**src/rtl/tt_suba_pkg.sv**
```systemverilog
// Shared constants and types for the tt_um_suba SPI-style loopback slave.
package tt_suba_pkg;

   localparam int unsigned FRAME_BITS = 8;
   localparam int unsigned CNT_W      = $clog2(FRAME_BITS);
   localparam logic [FRAME_BITS-1:0] RESET_BYTE = 8'h00;

   localparam int unsigned CS_IDX   = 0;
   localparam int unsigned MOSI_IDX = 1;
   localparam int unsigned BUSY_IDX = 1;
   localparam int unsigned DONE_IDX = 0;
   localparam int unsigned SCLK_IDX = 6;
   localparam int unsigned MISO_IDX = 7;

   typedef enum logic [1:0] {
      IDLE  = 2'd0,
      SHIFT = 2'd1,
      DONE  = 2'd2
   } state_e;

endpackage

```
**src/rtl/suba_spi_core.sv**
```systemverilog
// Frame FSM, bit counter and rx/tx shift registers for the serial slave.
module suba_spi_core
   import tt_suba_pkg::*;
(
   input  logic                  clk,
   input  logic                  rst_n,
   input  logic                  i_cs,
   input  logic                  i_mosi,
   output logic                  o_miso,
   output logic                  o_sclk_c,
   output logic                  o_busy,
   output logic                  o_frame_done,
   output logic [FRAME_BITS-1:0] o_rx_last
);

   localparam logic [CNT_W-1:0] LAST_BIT = CNT_W'(FRAME_BITS - 1);

   state_e                r_state, w_state_nxt;
   logic [CNT_W-1:0]      r_bit_cnt, w_bit_cnt_nxt;
   logic [FRAME_BITS-1:0] r_rx_shift, w_rx_shift_nxt;
   logic [FRAME_BITS-1:0] r_tx_shift, w_tx_shift_nxt;
   logic [FRAME_BITS-1:0] r_rx_last, w_rx_last_nxt;
   logic                  r_frame_done, w_frame_done_nxt;
   logic                  r_miso, w_miso_nxt;
   logic                  r_busy, w_busy_nxt;
   logic [FRAME_BITS-1:0] w_rx_in;
   logic [FRAME_BITS-1:0] w_tx_out;

   assign w_rx_in  = {r_rx_shift[FRAME_BITS-2:0], i_mosi};
   assign w_tx_out = {r_tx_shift[FRAME_BITS-2:0], 1'b0};

   always_ff @(posedge clk or negedge rst_n) begin
      if (!rst_n) begin
         r_state      <= IDLE;
         r_bit_cnt    <= '0;
         r_rx_shift   <= '0;
         r_tx_shift   <= RESET_BYTE;
         r_rx_last    <= RESET_BYTE;
         r_frame_done <= 1'b0;
         r_miso       <= RESET_BYTE[FRAME_BITS-1];
         r_busy       <= 1'b0;
      end else begin
         r_state      <= w_state_nxt;
         r_bit_cnt    <= w_bit_cnt_nxt;
         r_rx_shift   <= w_rx_shift_nxt;
         r_tx_shift   <= w_tx_shift_nxt;
         r_rx_last    <= w_rx_last_nxt;
         r_frame_done <= w_frame_done_nxt;
         r_miso       <= w_miso_nxt;
         r_busy       <= w_busy_nxt;
      end
   end

   // cs high always wins, so a frame completing on the cs-rise edge is dropped
   always_comb begin
      w_state_nxt      = r_state;
      w_bit_cnt_nxt    = r_bit_cnt;
      w_rx_shift_nxt   = r_rx_shift;
      w_tx_shift_nxt   = r_tx_shift;
      w_rx_last_nxt    = r_rx_last;
      w_frame_done_nxt = 1'b0;
      if (i_cs) begin
         w_state_nxt    = IDLE;
         w_bit_cnt_nxt  = '0;
         w_tx_shift_nxt = r_rx_last;
      end else begin
         case (r_state)
            IDLE: begin
               w_rx_shift_nxt = w_rx_in;
               w_tx_shift_nxt = w_tx_out;
               w_bit_cnt_nxt  = CNT_W'(1);
               w_state_nxt    = SHIFT;
            end
            SHIFT: begin
               w_rx_shift_nxt = w_rx_in;
               w_tx_shift_nxt = w_tx_out;
               w_bit_cnt_nxt  = r_bit_cnt + CNT_W'(1);
               if (r_bit_cnt == LAST_BIT) begin
                  w_rx_last_nxt    = w_rx_in;
                  w_frame_done_nxt = 1'b1;
                  w_state_nxt      = DONE;
               end
            end
            DONE: begin
               w_state_nxt = DONE;
            end
            default: begin
               w_state_nxt = IDLE;
            end
         endcase
      end
      w_miso_nxt = (w_state_nxt != DONE) & w_tx_shift_nxt[FRAME_BITS-1];
      w_busy_nxt = (w_state_nxt == SHIFT);
   end

   assign o_sclk_c     = clk & ~i_cs & (r_state != DONE);
   assign o_miso       = r_miso;
   assign o_busy       = r_busy;
   assign o_frame_done = r_frame_done;
   assign o_rx_last    = r_rx_last;

endmodule

```
**src/rtl/tt_um_suba.sv**
```systemverilog
// TinyTapeout wrapper: maps TT pins onto the SPI loopback core.
module tt_um_suba
   import tt_suba_pkg::*;
(
   input  logic [7:0] ui_in,
   output logic [7:0] uo_out,
   input  logic [7:0] uio_in,
   output logic [7:0] uio_out,
   output logic [7:0] uio_oe,
   input  logic       ena,
   input  logic       clk,
   input  logic       rst_n
);

   logic                  w_miso;
   logic                  w_sclk;
   logic                  w_busy;
   logic                  w_frame_done;
   logic [FRAME_BITS-1:0] w_rx_last;
   logic                  w_unused;

   suba_spi_core u_core (
      .clk          (clk),
      .rst_n        (rst_n),
      .i_cs         (ui_in[CS_IDX]),
      .i_mosi       (ui_in[MOSI_IDX]),
      .o_miso       (w_miso),
      .o_sclk_c     (w_sclk),
      .o_busy       (w_busy),
      .o_frame_done (w_frame_done),
      .o_rx_last    (w_rx_last)
   );

   always_comb begin
      uo_out           = '0;
      uo_out[MISO_IDX] = w_miso;
      uo_out[SCLK_IDX] = w_sclk;
      uo_out[BUSY_IDX] = w_busy;
      uo_out[DONE_IDX] = w_frame_done;
   end

   assign uio_out = w_rx_last;
   assign uio_oe  = 8'hFF;

   // board mirrors, enable and bidir inputs carry no function here
   assign w_unused = &{1'b0, ena, uio_in, ui_in[7:2]};

endmodule

```
**config.mk**
```make
export PLATFORM = sky130hd
export DESIGN_NAME = tt_um_suba
export DESIGN_NICKNAME = d
export VERILOG_FILES = /design/src/rtl/tt_suba_pkg.sv /design/src/rtl/suba_spi_core.sv /design/src/rtl/tt_um_suba.sv
export SDC_FILE = /design/constraint.sdc
export NUM_CORES = 1
export LEC_CHECK = 0
export CAP_MARGIN = 0
export CORE_MARGIN = 10
export CORE_UTILIZATION = 40
export CTS_CLUSTER_DIAMETER = 50
export DETAILED_ROUTE_END_ITERATION = 6
export PLACE_DENSITY = 0.81
export SYNTH_ARGS = -nofsm -noshare
export SYNTH_HDL_FRONTEND = slang
export SYNTH_HIERARCHICAL = 1
export SYNTH_SLANG_ARGS = --single-unit
export TNS_END_PERCENT = 5
```
**constraint.sdc**
```tcl
create_clock -name clk -period 1.5 [get_ports clk]
set_clock_uncertainty 0.1 [all_clocks]
set_input_delay 0.15 -clock clk [delete_from_list [all_inputs] [get_ports clk]]
set_output_delay 0.15 -clock clk [all_outputs]
set_load 0.05 [all_outputs]
```
==> impl_metrics.xml, run 1 <==
<?xml version="1.0" encoding="UTF-8"?>
<metrics>
  <group name="setup_path">
    <metric name="cp_cell_sequence" unit="">ha_2, ha_4, nand3b_4, nor2_8, buf_6, mux2_4</metric>
    <metric name="cpPeakStageDelay" unit="ns">0.37</metric>
    <metric name="timing.critical_path.to_type" unit="">flop</metric>
    <metric name="timing.rr.start" unit="">u_core/r_bit_cnt[0]</metric>
    <metric name="wp_data_arrival" unit="ns">1.83</metric>
    <metric name="timing_worst_setup_path_type" unit="">reg2reg</metric>
    <metric name="worst-path-max-fanout" unit="">4</metric>
    <metric name="timing.rr.end" unit="">u_core/o_rx_last[7]</metric>
    <metric name="crit_required" unit="ns">1.75</metric>
    <metric name="rrSetupSlack" unit="ns">-0.08</metric>
    <metric name="slowest_stage" unit="">sky130_fd_sc_hd__dfrtp_1</metric>
    <metric name="r2r_cells" unit="">6</metric>
    <metric name="timing.critical_path.from_type" unit="">flop</metric>
  </group>
  <group name="route">
    <metric name="vias" unit="">889</metric>
    <metric name="antenna_violating_nets_post_route" unit="">0</metric>
    <metric name="wl_met2" unit="microns">1390</metric>
    <metric name="drt-wirelength-per-cell" unit="microns">15.4</metric>
    <metric name="detailedRoute.firstPassIterationCount" unit="">4</metric>
    <metric name="route.top_layer_used" unit="">met4</metric>
    <metric name="met3RoutedLength" unit="microns">379</metric>
    <metric name="route.detailed.drc" unit="">0</metric>
    <metric name="viasPerCell" unit="">4.63</metric>
    <metric name="detail_route.wirelength.met1" unit="microns">1120</metric>
    <metric name="totalWireLength" unit="microns">2950</metric>
    <metric name="detailedRoute.firstIterationViolations" unit="">51</metric>
  </group>
  <group name="floorplanning">
    <metric name="fp.coreArea" unit="sq um">3360</metric>
    <metric name="effective_utilization_at_floorplan" unit="">0.418</metric>
    <metric name="io-pin-count" unit="">43</metric>
    <metric name="fp-row-count" unit="">21</metric>
    <metric name="fp.dieArea" unit="sq um">6280</metric>
    <metric name="fp.dieH" unit="microns">79.3</metric>
    <metric name="die_w" unit="microns">79.3</metric>
  </group>
  <group name="synth">
    <metric name="largest_area_contributor_in_the_netlist" unit="">sky130_fd_sc_hd__dfrtp_1</metric>
    <metric name="synth.area.mux_share" unit="">0.170</metric>
    <metric name="synth.distinct_cells" unit="">21</metric>
    <metric name="largest_family_of_logic_cells_by_synthesized_area" unit="">multiplexers</metric>
    <metric name="mappedNetlistArea" unit="sq um">1410</metric>
    <metric name="synth_area_leaders" unit="">sky130_fd_sc_hd__dfrtp_1, sky130_fd_sc_hd__mux2_2, sky130_fd_sc_hd__buf_4</metric>
    <metric name="synth.top_cell.area_share" unit="">0.552</metric>
    <metric name="synth.yosys.seq_area_share" unit="">0.552</metric>
    <metric name="synthSimpleGateAreaFrac" unit="">0.0864</metric>
    <metric name="synthAdderAreaFrac" unit="">0.0178</metric>
    <metric name="synthesis.area_per_instance" unit="sq um">12.7</metric>
    <metric name="complex_gate_fraction_of_the_synthesized_area" unit="">0.0588</metric>
    <metric name="gate_count_post_synth" unit="">111</metric>
    <metric name="synth-warning-count" unit="">6</metric>
    <metric name="post_synth_xor_area_fraction" unit="">0</metric>
    <metric name="ys_seq_elements" unit="">31</metric>
  </group>
  <group name="sta">
    <metric name="timing.final.hold_violations" unit="">0</metric>
    <metric name="hold_slack" unit="ns">0.253</metric>
    <metric name="final.period_utilization" unit="">1.06</metric>
    <metric name="finalSetupViolCount" unit="">12</metric>
    <metric name="finalWorstPathRequiredPeriod" unit="ns">1.58</metric>
    <metric name="setup-tns-final" unit="ns">-0.694</metric>
    <metric name="setup_repair_after_global_routing_missed_its_margin" unit="">yes</metric>
    <metric name="finalMaxSlewViolations" unit="">0</metric>
    <metric name="max_clock_freq" unit="GHz">0.631</metric>
    <metric name="setup_ws" unit="ns">-0.0844</metric>
  </group>
  <group name="pwr">
    <metric name="share_comb_of_total_power" unit="">0.119</metric>
    <metric name="finalPower" unit="mW">1.96</metric>
    <metric name="power_leakage" unit="nW">0.895</metric>
    <metric name="internal-power" unit="mW">1.38</metric>
    <metric name="sequentialPowerShare" unit="">0.482</metric>
    <metric name="power-per-cell-area" unit="nW/um^2">1030</metric>
    <metric name="power.share.switching" unit="">0.294</metric>
    <metric name="power_switching" unit="mW">0.576</metric>
    <metric name="vdd_drop_max" unit="mV">0.777</metric>
    <metric name="clock_power_share" unit="">0.399</metric>
  </group>
  <group name="hold_path">
    <metric name="holdPathEnd" unit="">u_core/r_rx_shift[0]</metric>
    <metric name="timing.hold.worst.class" unit="">in2reg</metric>
    <metric name="holdPathStages" unit="">2</metric>
    <metric name="hp-start" unit="">ui_in[1]</metric>
  </group>
  <group name="clock_tree">
    <metric name="insertion_delay" unit="ns">0.45</metric>
    <metric name="clk_transition_reported_paths" unit="ns">0.10</metric>
    <metric name="cts_tree" unit="">yes</metric>
  </group>
  <group name="run_status">
    <metric name="status" unit="">finished with violations</metric>
    <metric name="violations" unit="">setup timing</metric>
  </group>
  <group name="final_layout">
    <metric name="fin_area" unit="sq um">1900</metric>
    <metric name="layout-area-overhead-vs-synth" unit="%">35.4</metric>
    <metric name="final_layout_size_suffix_gt1_frac" unit="">0.438</metric>
    <metric name="num-nets-final" unit="">166</metric>
    <metric name="antennaDiodeCount" unit="">0</metric>
    <metric name="finish.utilization" unit="">0.566</metric>
    <metric name="fill_cells" unit="">270</metric>
  </group>
  <group name="placement">
    <metric name="placedInstanceArea" unit="sq um">1630</metric>
    <metric name="finalWeightedCongestion" unit="">0.676</metric>
    <metric name="dp.final_hpwl" unit="microns">1790</metric>
    <metric name="io_buffers" unit="">15</metric>
  </group>
  <group name="grt">
    <metric name="grt_pass1_wl" unit="microns">4730</metric>
    <metric name="globalRoute.totalOverflow" unit="">0</metric>
    <metric name="maximum_number_of_pins_on_one_net_before_global_route_repair" unit="">32</metric>
    <metric name="first_global_vias" unit="">988</metric>
    <metric name="gr-usage-all-layers" unit="">0.0997</metric>
    <metric name="initial_antenna_violation_count" unit="">0</metric>
  </group>
  <group name="flow_run">
    <metric name="number_of_violations_of_the_max_capacitance_limit" unit="">0</metric>
  </group>
</metrics>
-- synthesized netlist by cell type --
| master | number |
|---|---|
| sky130_fd_sc_hd__buf_6 | 1 |
| sky130_fd_sc_hd__nor2_1 | 2 |
| sky130_fd_sc_hd__a22oi_1 | 2 |
| sky130_fd_sc_hd__a21oi_1 | 1 |
| sky130_fd_sc_hd__nor2_2 | 1 |
| sky130_fd_sc_hd__ha_1 | 2 |
| sky130_fd_sc_hd__nand2b_1 | 1 |
| sky130_fd_sc_hd__buf_4 | 17 |
| sky130_fd_sc_hd__nor2b_1 | 3 |
| sky130_fd_sc_hd__o21ai_0 | 8 |
| sky130_fd_sc_hd__nor2_8 | 1 |
| sky130_fd_sc_hd__mux2_1 | 1 |
| sky130_fd_sc_hd__mux2i_1 | 7 |
| sky130_fd_sc_hd__conb_1 | 2 |
| sky130_fd_sc_hd__mux2_2 | 14 |
| sky130_fd_sc_hd__a211oi_1 | 3 |
| sky130_fd_sc_hd__nand3b_4 | 1 |
| sky130_fd_sc_hd__buf_2 | 3 |
| sky130_fd_sc_hd__nand2_1 | 9 |
| sky130_fd_sc_hd__and3b_1 | 1 |
| sky130_fd_sc_hd__dfrtp_1 | 31 |
-- area by class of cell --
cell class / count / area (sq um) / share of cell area
multi-input combinational: 69 / 571 / 0.300
clock inverter: 1 / 7.51 / 0.00394
clock buffer: 11 / 98.8 / 0.0519
timing repair buffer: 34 / 393 / 0.206
tap: 46 / 57.6 / 0.0302
sequential: 31 / 776 / 0.408
-- through the flow --
step	instances	setup slack, ns
final	192	-0.0844
after floorplan	121	-0.00451
after CTS	188	-0.0874
after detailed placement	169	-0.320
after global placement	169	-0.320
after global routing	192	-0.133
-- layout by cell type, fill, tap and decap left out --
cell / n
sky130_fd_sc_hd__nor2b_1: 3
sky130_fd_sc_hd__nor2_2: 1
sky130_fd_sc_hd__clkdlybuf4s50_1: 3
sky130_fd_sc_hd__nand2b_4: 1
sky130_fd_sc_hd__mux2_4: 8
sky130_fd_sc_hd__conb_1: 12
sky130_fd_sc_hd__clkbuf_4: 8
sky130_fd_sc_hd__nor2_8: 1
sky130_fd_sc_hd__and3b_1: 1
sky130_fd_sc_hd__dlygate4sd3_1: 1
sky130_fd_sc_hd__a21oi_1: 1
sky130_fd_sc_hd__nand2_1: 9
sky130_fd_sc_hd__a211oi_2: 1
sky130_fd_sc_hd__nor2_1: 2
sky130_fd_sc_hd__ha_4: 1
sky130_fd_sc_hd__a22oi_1: 2
sky130_fd_sc_hd__clkinvlp_4: 1
sky130_fd_sc_hd__buf_12: 9
sky130_fd_sc_hd__nand3b_4: 1
sky130_fd_sc_hd__o21ai_0: 8
sky130_fd_sc_hd__mux2_2: 7
sky130_fd_sc_hd__ha_2: 1
sky130_fd_sc_hd__clkbuf_8: 2
sky130_fd_sc_hd__mux2i_1: 7
sky130_fd_sc_hd__buf_4: 17
sky130_fd_sc_hd__dfrtp_1: 31
sky130_fd_sc_hd__a211oi_1: 2
sky130_fd_sc_hd__buf_6: 5
-- registers in the layout (all words and copies together) (netlist names) --
register             flops
u_core/r_tx_shift        8
u_core/r_state           2
u_core/o_frame_done      1
u_core/r_bit_cnt         3
u_core/o_miso            1
u_core/o_rx_last         8
u_core/o_busy            1
u_core/r_rx_shift        7
-- worst max path at each step --
stage,from,to,cells after the start
4_1_cts,u_core/r_state[0],uo_out[6],3
3_3_place_gp,clk,uo_out[6],2
5_1_grt,u_core/r_bit_cnt[0],u_core/o_rx_last[7],6
6_report,u_core/r_bit_cnt[0],u_core/o_rx_last[7],6
2_1_floorplan,u_core/r_bit_cnt[0],u_core/o_rx_last[0],5
3_5_place_dp,clk,uo_out[6],2
-- cell families (layout without fill, tap and decap cells) --
logic type | Yosys count | count (layout)
AOI/OAI and AO/OA | 14 | 14
adders and majority gates | 2 | 2
buffers and inverters | 21 | 46
DFF | 31 | 31
muxes | 22 | 22
other | 2 | 12
and+or+nand+nor | 19 | 19
-- timing repair --
action / in CTS / in global routing
resized for setup: 21 / 3
setup endpoints to repair: 11 / 11
pin swaps: 4 / 4
endpoints found under the hold margin: 31 / 0
hold buffers: 1 / 0
buffers inserted: 8 / 4
-- routing by layer --
metal | GRT usage | up-vias
li1 | - | 419
met1 | 0.0972 | 423
met2 | 0.141 | 39
met3 | 0.0867 | 8
met4 | 0.0573 | 0
met5 | 0 | -
-- worst max-delay path, delay by kind of cell (launching register included) --
family                   cells  cell delay [ns]
flip-flops                   1             0.37
adder cells (fa/ha/maj)      2             0.35
multiplexers                 1             0.31
AND/OR/NAND/NOR              2             0.22
buffers and inverters        1             0.14
-- power by group through the flow --
stage	Sequential [mW]	Combinational, mW	Clock (mW)
floorplan	0.949	0.172	0.0855
global placement	0.946	0.208	0.0905
detailed placement	0.954	0.219	0.0905
CTS	0.939	0.228	0.808
global route	0.951	0.252	0.862
finish	0.943	0.233	0.782
Note: power is estimated with default switching activity, not from simulation.
==> inputs of run 2 (changes only) <==
--- a/config.mk
+++ b/config.mk
@@ -11,6 +11,7 @@
 export CTS_CLUSTER_DIAMETER = 50
 export DETAILED_ROUTE_END_ITERATION = 6
 export PLACE_DENSITY = 0.81
+export SKIP_CTS_REPAIR_TIMING = 1
 export SYNTH_ARGS = -nofsm -noshare
 export SYNTH_HDL_FRONTEND = slang
 export SYNTH_HIERARCHICAL = 1
==> impl_metrics.xml, run 2 (same netlist as run 1, synthesis figures left out) <==
<?xml version="1.0" encoding="UTF-8"?>
<metrics>
  <group name="run_status">
    <metric name="status" unit="">finished with violations</metric>
    <metric name="violations" unit="">hold timing, setup timing</metric>
  </group>
  <group name="setup_path">
    <metric name="r2r_cells" unit="">4</metric>
    <metric name="crit_required" unit="ns">1.74</metric>
    <metric name="wp_data_arrival" unit="ns">1.81</metric>
    <metric name="worst-path-max-fanout" unit="">16</metric>
    <metric name="timing.rr.end" unit="">u_core/o_rx_last[7]</metric>
    <metric name="timing_worst_setup_path_type" unit="">reg2reg</metric>
    <metric name="timing.critical_path.from_type" unit="">flop</metric>
    <metric name="timing.rr.start" unit="">u_core/r_state[1]</metric>
    <metric name="timing.critical_path.to_type" unit="">flop</metric>
    <metric name="rrSetupSlack" unit="ns">-0.07</metric>
  </group>
  <group name="grt">
    <metric name="grt_pass1_wl" unit="microns">4150</metric>
    <metric name="initial_antenna_violation_count" unit="">0</metric>
    <metric name="globalRoute.totalOverflow" unit="">0</metric>
    <metric name="first_global_vias" unit="">939</metric>
    <metric name="gr-usage-all-layers" unit="">0.0873</metric>
    <metric name="maximum_number_of_pins_on_one_net_before_global_route_repair" unit="">32</metric>
  </group>
  <group name="sta">
    <metric name="max_clock_freq" unit="GHz">0.635</metric>
    <metric name="timing.final.hold_violations" unit="">27</metric>
    <metric name="finalSetupViolCount" unit="">10</metric>
    <metric name="finalWorstPathRequiredPeriod" unit="ns">1.57</metric>
    <metric name="setup_repair_after_global_routing_missed_its_margin" unit="">yes</metric>
    <metric name="setup_ws" unit="ns">-0.0746</metric>
    <metric name="final.period_utilization" unit="">1.05</metric>
    <metric name="setup-tns-final" unit="ns">-0.567</metric>
    <metric name="finalMaxSlewViolations" unit="">0</metric>
    <metric name="hold_slack" unit="ns">-0.0208</metric>
  </group>
  <group name="pwr">
    <metric name="power-per-cell-area" unit="nW/um^2">1070</metric>
    <metric name="clock_power_share" unit="">0.399</metric>
    <metric name="finalPower" unit="mW">1.94</metric>
    <metric name="power.share.switching" unit="">0.291</metric>
    <metric name="sequentialPowerShare" unit="">0.485</metric>
    <metric name="share_comb_of_total_power" unit="">0.117</metric>
    <metric name="power_switching" unit="mW">0.565</metric>
    <metric name="vdd_drop_max" unit="mV">0.770</metric>
    <metric name="internal-power" unit="mW">1.38</metric>
    <metric name="power_leakage" unit="nW">0.848</metric>
  </group>
  <group name="floorplanning">
    <metric name="fp.coreArea" unit="sq um">3360</metric>
    <metric name="fp-row-count" unit="">21</metric>
    <metric name="fp.dieH" unit="microns">79.3</metric>
    <metric name="fp.dieArea" unit="sq um">6280</metric>
    <metric name="io-pin-count" unit="">43</metric>
    <metric name="die_w" unit="microns">79.3</metric>
    <metric name="effective_utilization_at_floorplan" unit="">0.418</metric>
  </group>
  <group name="final_layout">
    <metric name="num-nets-final" unit="">159</metric>
    <metric name="layout-area-overhead-vs-synth" unit="%">29.7</metric>
    <metric name="finish.utilization" unit="">0.542</metric>
    <metric name="fin_area" unit="sq um">1820</metric>
    <metric name="layout.area.seq" unit="sq um">777</metric>
    <metric name="layout_commonest_cell" unit="">sky130_fd_sc_hd__dfrtp_1</metric>
    <metric name="layout.cells.most_common_list" unit="">sky130_fd_sc_hd__dfrtp_1, sky130_fd_sc_hd__buf_4, sky130_fd_sc_hd__conb_1, sky130_fd_sc_hd__mux2_2</metric>
    <metric name="antennaDiodeCount" unit="">0</metric>
    <metric name="fill_cells" unit="">283</metric>
    <metric name="combined_area_of_the_multi_input_logic_cells" unit="sq um">566</metric>
    <metric name="final_layout_size_suffix_gt1_frac" unit="">0.417</metric>
    <metric name="finish.cell_count_without_fillers" unit="">185</metric>
  </group>
  <group name="clock_tree">
    <metric name="insertion_delay" unit="ns">0.44</metric>
    <metric name="clk_transition_reported_paths" unit="ns">0.10</metric>
    <metric name="cts_tree" unit="">yes</metric>
  </group>
  <group name="placement">
    <metric name="dp_worst_setup_slack" unit="ns">-0.320</metric>
    <metric name="placed_cells" unit="">169</metric>
    <metric name="finalWeightedCongestion" unit="">0.676</metric>
    <metric name="dp.final_hpwl" unit="microns">1790</metric>
    <metric name="io_buffers" unit="">15</metric>
    <metric name="placedInstanceArea" unit="sq um">1630</metric>
  </group>
  <group name="hold_path">
    <metric name="timing.hold.worst.class" unit="">in2async</metric>
  </group>
  <group name="flow_run">
    <metric name="number_of_violations_of_the_max_capacitance_limit" unit="">0</metric>
  </group>
  <group name="route">
    <metric name="drt-wirelength-per-cell" unit="microns">14.5</metric>
    <metric name="viasPerCell" unit="">4.61</metric>
    <metric name="route.detailed.drc" unit="">0</metric>
    <metric name="detailedRoute.firstIterationViolations" unit="">43</metric>
    <metric name="detailedRoute.firstPassIterationCount" unit="">4</metric>
    <metric name="vias" unit="">852</metric>
    <metric name="totalWireLength" unit="microns">2680</metric>
    <metric name="antenna_violating_nets_post_route" unit="">0</metric>
  </group>
</metrics>
run 2: cell types whose count changed in the layout (fill, tap and decap cells not counted), moves of 3 or more:
cell / previous run / this run
sky130_fd_sc_hd__buf_4: 17 / 14
sky130_fd_sc_hd__buf_6: 5 / 1
sky130_fd_sc_hd__mux2_2: 7 / 10
sky130_fd_sc_hd__mux2_4: 8 / 5
run 2: area by class of cell:
type | instances | share of cell area
multi-input cells | 70 | 0.310
well taps | 46 | 0.0316
repair buffers | 26 | 0.173
clock buffers | 11 | 0.0543
flip-flops and latches | 31 | 0.427
clock inverters | 1 | 0.00412
run 2: per-layer routing:
metal / track usage / share of wire
met5: 0 / 0
met4: 0.0502 / 0.019
met2: 0.130 / 0.46
met3: 0.0890 / 0.14
met1: 0.0726 / 0.38
run 2: worst max-delay path by stage:
stage / startpoint / end / slack (ns) / depth (start not counted)
after global placement: clk / uo_out[6] / -0.32 / 2
after floorplan: u_core/r_bit_cnt[0] / u_core/o_rx_last[0] / -0.005 / 5
after global routing: u_core/r_bit_cnt[1] / u_core/o_rx_last[2] / -0.14 / 5
after CTS: u_core/r_state[1] / uo_out[6] / -0.74 / 3
after detailed placement: clk / uo_out[6] / -0.32 / 2
final: u_core/r_state[1] / u_core/o_rx_last[7] / -0.07 / 4
run 2: power groups by stage:
stage	sequential (mW)	clock (mW)	combinational [mW]
after floorplan	0.949	0.0855	0.172
after global placement	0.946	0.0905	0.208
after detailed placement	0.954	0.0905	0.219
after CTS	0.937	0.801	0.219
after global routing	0.949	0.858	0.245
final	0.941	0.774	0.227
run 2: critical path: stages, from the launching register on:
cell and delay [ns]:
sky130_fd_sc_hd__dfrtp_2 0.46, sky130_fd_sc_hd__buf_12 0.16, sky130_fd_sc_hd__nand3b_4 0.21, sky130_fd_sc_hd__nor2_8 0.21, sky130_fd_sc_hd__mux2_4 0.33
==> inputs of run 3 (changes only) <==
--- a/config.mk
+++ b/config.mk
@@ -10,10 +10,10 @@
 export CORE_UTILIZATION = 40
 export CTS_CLUSTER_DIAMETER = 50
 export DETAILED_ROUTE_END_ITERATION = 6
-export PLACE_DENSITY = 0.81
+export PLACE_DENSITY = 0.8
 export SKIP_CTS_REPAIR_TIMING = 1
+export SLEW_MARGIN = 20
 export SYNTH_ARGS = -nofsm -noshare
 export SYNTH_HDL_FRONTEND = slang
-export SYNTH_HIERARCHICAL = 1
 export SYNTH_SLANG_ARGS = --single-unit
 export TNS_END_PERCENT = 5
==> impl_metrics.xml, run 3 <==
<?xml version="1.0" encoding="UTF-8"?>
<metrics>
  <group name="route">
    <metric name="totalWireLength" unit="microns">2630</metric>
    <metric name="antenna_violating_nets_post_route" unit="">0</metric>
    <metric name="drt-wirelength-per-cell" unit="microns">14.1</metric>
    <metric name="route.detailed.drc" unit="">0</metric>
    <metric name="viasPerCell" unit="">4.55</metric>
    <metric name="detailedRoute.firstPassIterationCount" unit="">4</metric>
    <metric name="detailedRoute.firstIterationViolations" unit="">74</metric>
    <metric name="vias" unit="">847</metric>
  </group>
  <group name="grt">
    <metric name="gr-usage-all-layers" unit="">0.0875</metric>
    <metric name="grt_pass1_wl" unit="microns">4210</metric>
    <metric name="initial_antenna_violation_count" unit="">0</metric>
    <metric name="first_global_vias" unit="">908</metric>
    <metric name="maximum_number_of_pins_on_one_net_before_global_route_repair" unit="">32</metric>
    <metric name="globalRoute.totalOverflow" unit="">0</metric>
  </group>
  <group name="synth">
    <metric name="largest_area_contributor_in_the_netlist" unit="">sky130_fd_sc_hd__dfrtp_1</metric>
    <metric name="synth.yosys.seq_area_share" unit="">0.541</metric>
    <metric name="ys_seq_elements" unit="">31</metric>
    <metric name="synthesis.area_per_instance" unit="sq um">12.6</metric>
    <metric name="synth.distinct_cells" unit="">24</metric>
    <metric name="synth_area_leaders" unit="">sky130_fd_sc_hd__dfrtp_1, sky130_fd_sc_hd__buf_4, sky130_fd_sc_hd__mux2_4</metric>
    <metric name="ys.flop_type" unit="">sky130_fd_sc_hd__dfrtp_1</metric>
    <metric name="synth-edff-count" unit="">0</metric>
    <metric name="synth.top_cell.area_share" unit="">0.541</metric>
    <metric name="synth_common_cells" unit="">sky130_fd_sc_hd__dfrtp_1, sky130_fd_sc_hd__buf_4, sky130_fd_sc_hd__nand2_1</metric>
    <metric name="synth_most_common_cell" unit="">sky130_fd_sc_hd__dfrtp_1</metric>
    <metric name="synth-warning-count" unit="">0</metric>
    <metric name="mappedNetlistArea" unit="sq um">1430</metric>
    <metric name="post_synth_arst_share" unit="">1.00</metric>
    <metric name="gate_count_post_synth" unit="">114</metric>
  </group>
  <group name="flow_run">
    <metric name="number_of_violations_of_the_max_capacitance_limit" unit="">0</metric>
  </group>
  <group name="pwr">
    <metric name="power_leakage" unit="nW">0.812</metric>
    <metric name="power-per-cell-area" unit="nW/um^2">1030</metric>
    <metric name="vdd_drop_max" unit="mV">0.447</metric>
    <metric name="finalPower" unit="mW">1.86</metric>
  </group>
  <group name="setup_path">
    <metric name="wp_data_arrival" unit="ns">1.74</metric>
    <metric name="rrSetupSlack" unit="ns">-0.02</metric>
    <metric name="r2r_cells" unit="">4</metric>
    <metric name="timing_worst_setup_path_type" unit="">reg2reg</metric>
    <metric name="timing.critical_path.from_type" unit="">flop</metric>
    <metric name="cp-endpoint" unit="">u_core.o_rx_last[7]</metric>
    <metric name="crit_start" unit="">u_core.r_bit_cnt[1]</metric>
    <metric name="timing.rr.start" unit="">u_core.r_bit_cnt[1]</metric>
    <metric name="worst-path-max-fanout" unit="">5</metric>
    <metric name="timing.rr.end" unit="">u_core.o_rx_last[7]</metric>
    <metric name="crit_required" unit="ns">1.71</metric>
    <metric name="timing.critical_path.to_type" unit="">flop</metric>
  </group>
  <group name="final_layout">
    <metric name="antennaDiodeCount" unit="">0</metric>
    <metric name="finish.utilization" unit="">0.533</metric>
    <metric name="layout.cells.most_common_list" unit="">sky130_fd_sc_hd__dfrtp_1, sky130_fd_sc_hd__conb_1, sky130_fd_sc_hd__nand2_1, sky130_fd_sc_hd__buf_4</metric>
    <metric name="fill_cells" unit="">286</metric>
    <metric name="num-nets-final" unit="">160</metric>
    <metric name="layout-area-overhead-vs-synth" unit="%">26.1</metric>
    <metric name="layout_commonest_cell" unit="">sky130_fd_sc_hd__dfrtp_1</metric>
    <metric name="finish.cell_count_without_fillers" unit="">186</metric>
    <metric name="final_layout_size_suffix_gt1_frac" unit="">0.371</metric>
  </group>
  <group name="clock_tree">
    <metric name="cts_tree" unit="">yes</metric>
    <metric name="insertion_delay" unit="ns">0.43</metric>
    <metric name="clk_transition_reported_paths" unit="ns">0.10</metric>
  </group>
  <group name="placement">
    <metric name="dp.final_hpwl" unit="microns">1860</metric>
    <metric name="io_buffers" unit="">15</metric>
    <metric name="dp_worst_setup_slack" unit="ns">-0.320</metric>
    <metric name="finalWeightedCongestion" unit="">0.744</metric>
    <metric name="placed_cells" unit="">173</metric>
  </group>
  <group name="floorplanning">
    <metric name="die_w" unit="microns">79.9</metric>
    <metric name="io-pin-count" unit="">43</metric>
    <metric name="effective_utilization_at_floorplan" unit="">0.423</metric>
    <metric name="fp-row-count" unit="">21</metric>
    <metric name="fp.dieArea" unit="sq um">6380</metric>
    <metric name="fp.dieH" unit="microns">79.9</metric>
    <metric name="fp.coreArea" unit="sq um">3390</metric>
  </group>
  <group name="run_status">
    <metric name="violations" unit="">setup timing</metric>
    <metric name="status" unit="">finished with violations</metric>
  </group>
  <group name="sta">
    <metric name="setup_repair_after_global_routing_missed_its_margin" unit="">yes</metric>
    <metric name="final.period_utilization" unit="">1.02</metric>
    <metric name="timing.final.hold_violations" unit="">0</metric>
    <metric name="finalMaxSlewViolations" unit="">0</metric>
    <metric name="setup_ws" unit="ns">-0.0243</metric>
    <metric name="max_clock_freq" unit="GHz">0.656</metric>
    <metric name="finalWorstPathRequiredPeriod" unit="ns">1.52</metric>
    <metric name="finalSetupViolCount" unit="">7</metric>
  </group>
  <group name="hold_path">
    <metric name="timing.hold.worst.class" unit="">in2reg</metric>
  </group>
</metrics>
-- run 3: per-stage QoR --
| step | TNS, ns | hold WS (ns) | instance area (sq um) |
|---|---|---|---|
| 3_5_place_dp | -2.25 | 0.408 | 1680 |
| 2_1_floorplan | -0.0234 | -0.246 | 1490 |
| 5_1_grt | -0.545 | 0.256 | 1810 |
| 3_3_place_gp | -1.81 | 0.391 | 1680 |
| 6_report | -0.117 | 0.269 | 1810 |
| 4_1_cts | -1.05 | -0.00659 | 1770 |
-- run 3: how the worst min path moves through the flow --
stage                               startpoint             endpoint  slack (ns)  cells after the start
after global placement    u_core.r_rx_shift[6]  u_core.o_rx_last[7]        0.39                      1
final                                 ui_in[1]  u_core.o_rx_last[0]        0.27                      2
after floorplan                          rst_n        u_core.o_busy       -0.25                      0
after detailed placement  u_core.r_rx_shift[6]  u_core.o_rx_last[7]        0.41                      1
after global routing                  ui_in[1]  u_core.o_rx_last[0]        0.26                      2
after CTS                                rst_n        u_core.o_busy      -0.007                      2
-- run 3: cell families (layout without fill, tap and decap cells) --
logic type	after synthesis	after routing	synth area share
DFF	31	31	0.541
muxes	22	22	0.188
buffers and inverters	22	37	0.117
and+or+nand+nor	21	22	0.0794
AOI/OAI and AO/OA	14	14	0.0523
adders and majority gates	2	2	0.0174
other	2	12	0.00524
-- run 3: layout make-up --
type	instances	area, sq um	area share
Inverter	1	3.75	0.00208
Clock buffer	11	95.1	0.0526
Multi-Input combinational cell	72	562	0.311
Tap cell	46	57.6	0.0318
Timing Repair Buffer	25	314	0.174
Sequential cell	31	776	0.429
-- run 3: critical path: stages (launching register included) --
cell and delay [ns]:
sky130_fd_sc_hd__dfrtp_1 0.38, sky130_fd_sc_hd__ha_2 0.20, sky130_fd_sc_hd__ha_4 0.15, sky130_fd_sc_hd__and3_4 0.27, sky130_fd_sc_hd__mux2_4 0.31
-- run 3: power breakdown --
part	internal [mW]	switching, mW	total [mW]
clock	0.369	0.349	0.718
sequential	0.893	0.0402	0.933
combinational	0.0807	0.133	0.214
total	1.34	0.522	1.86
-- run 3: routing by layer --
metal | share of wire | track usage
met2 | 0.48 | 0.133
met1 | 0.42 | 0.0901
met3 | 0.080 | 0.0563
met4 | 0.019 | 0.0493
met5 | 0 | 0
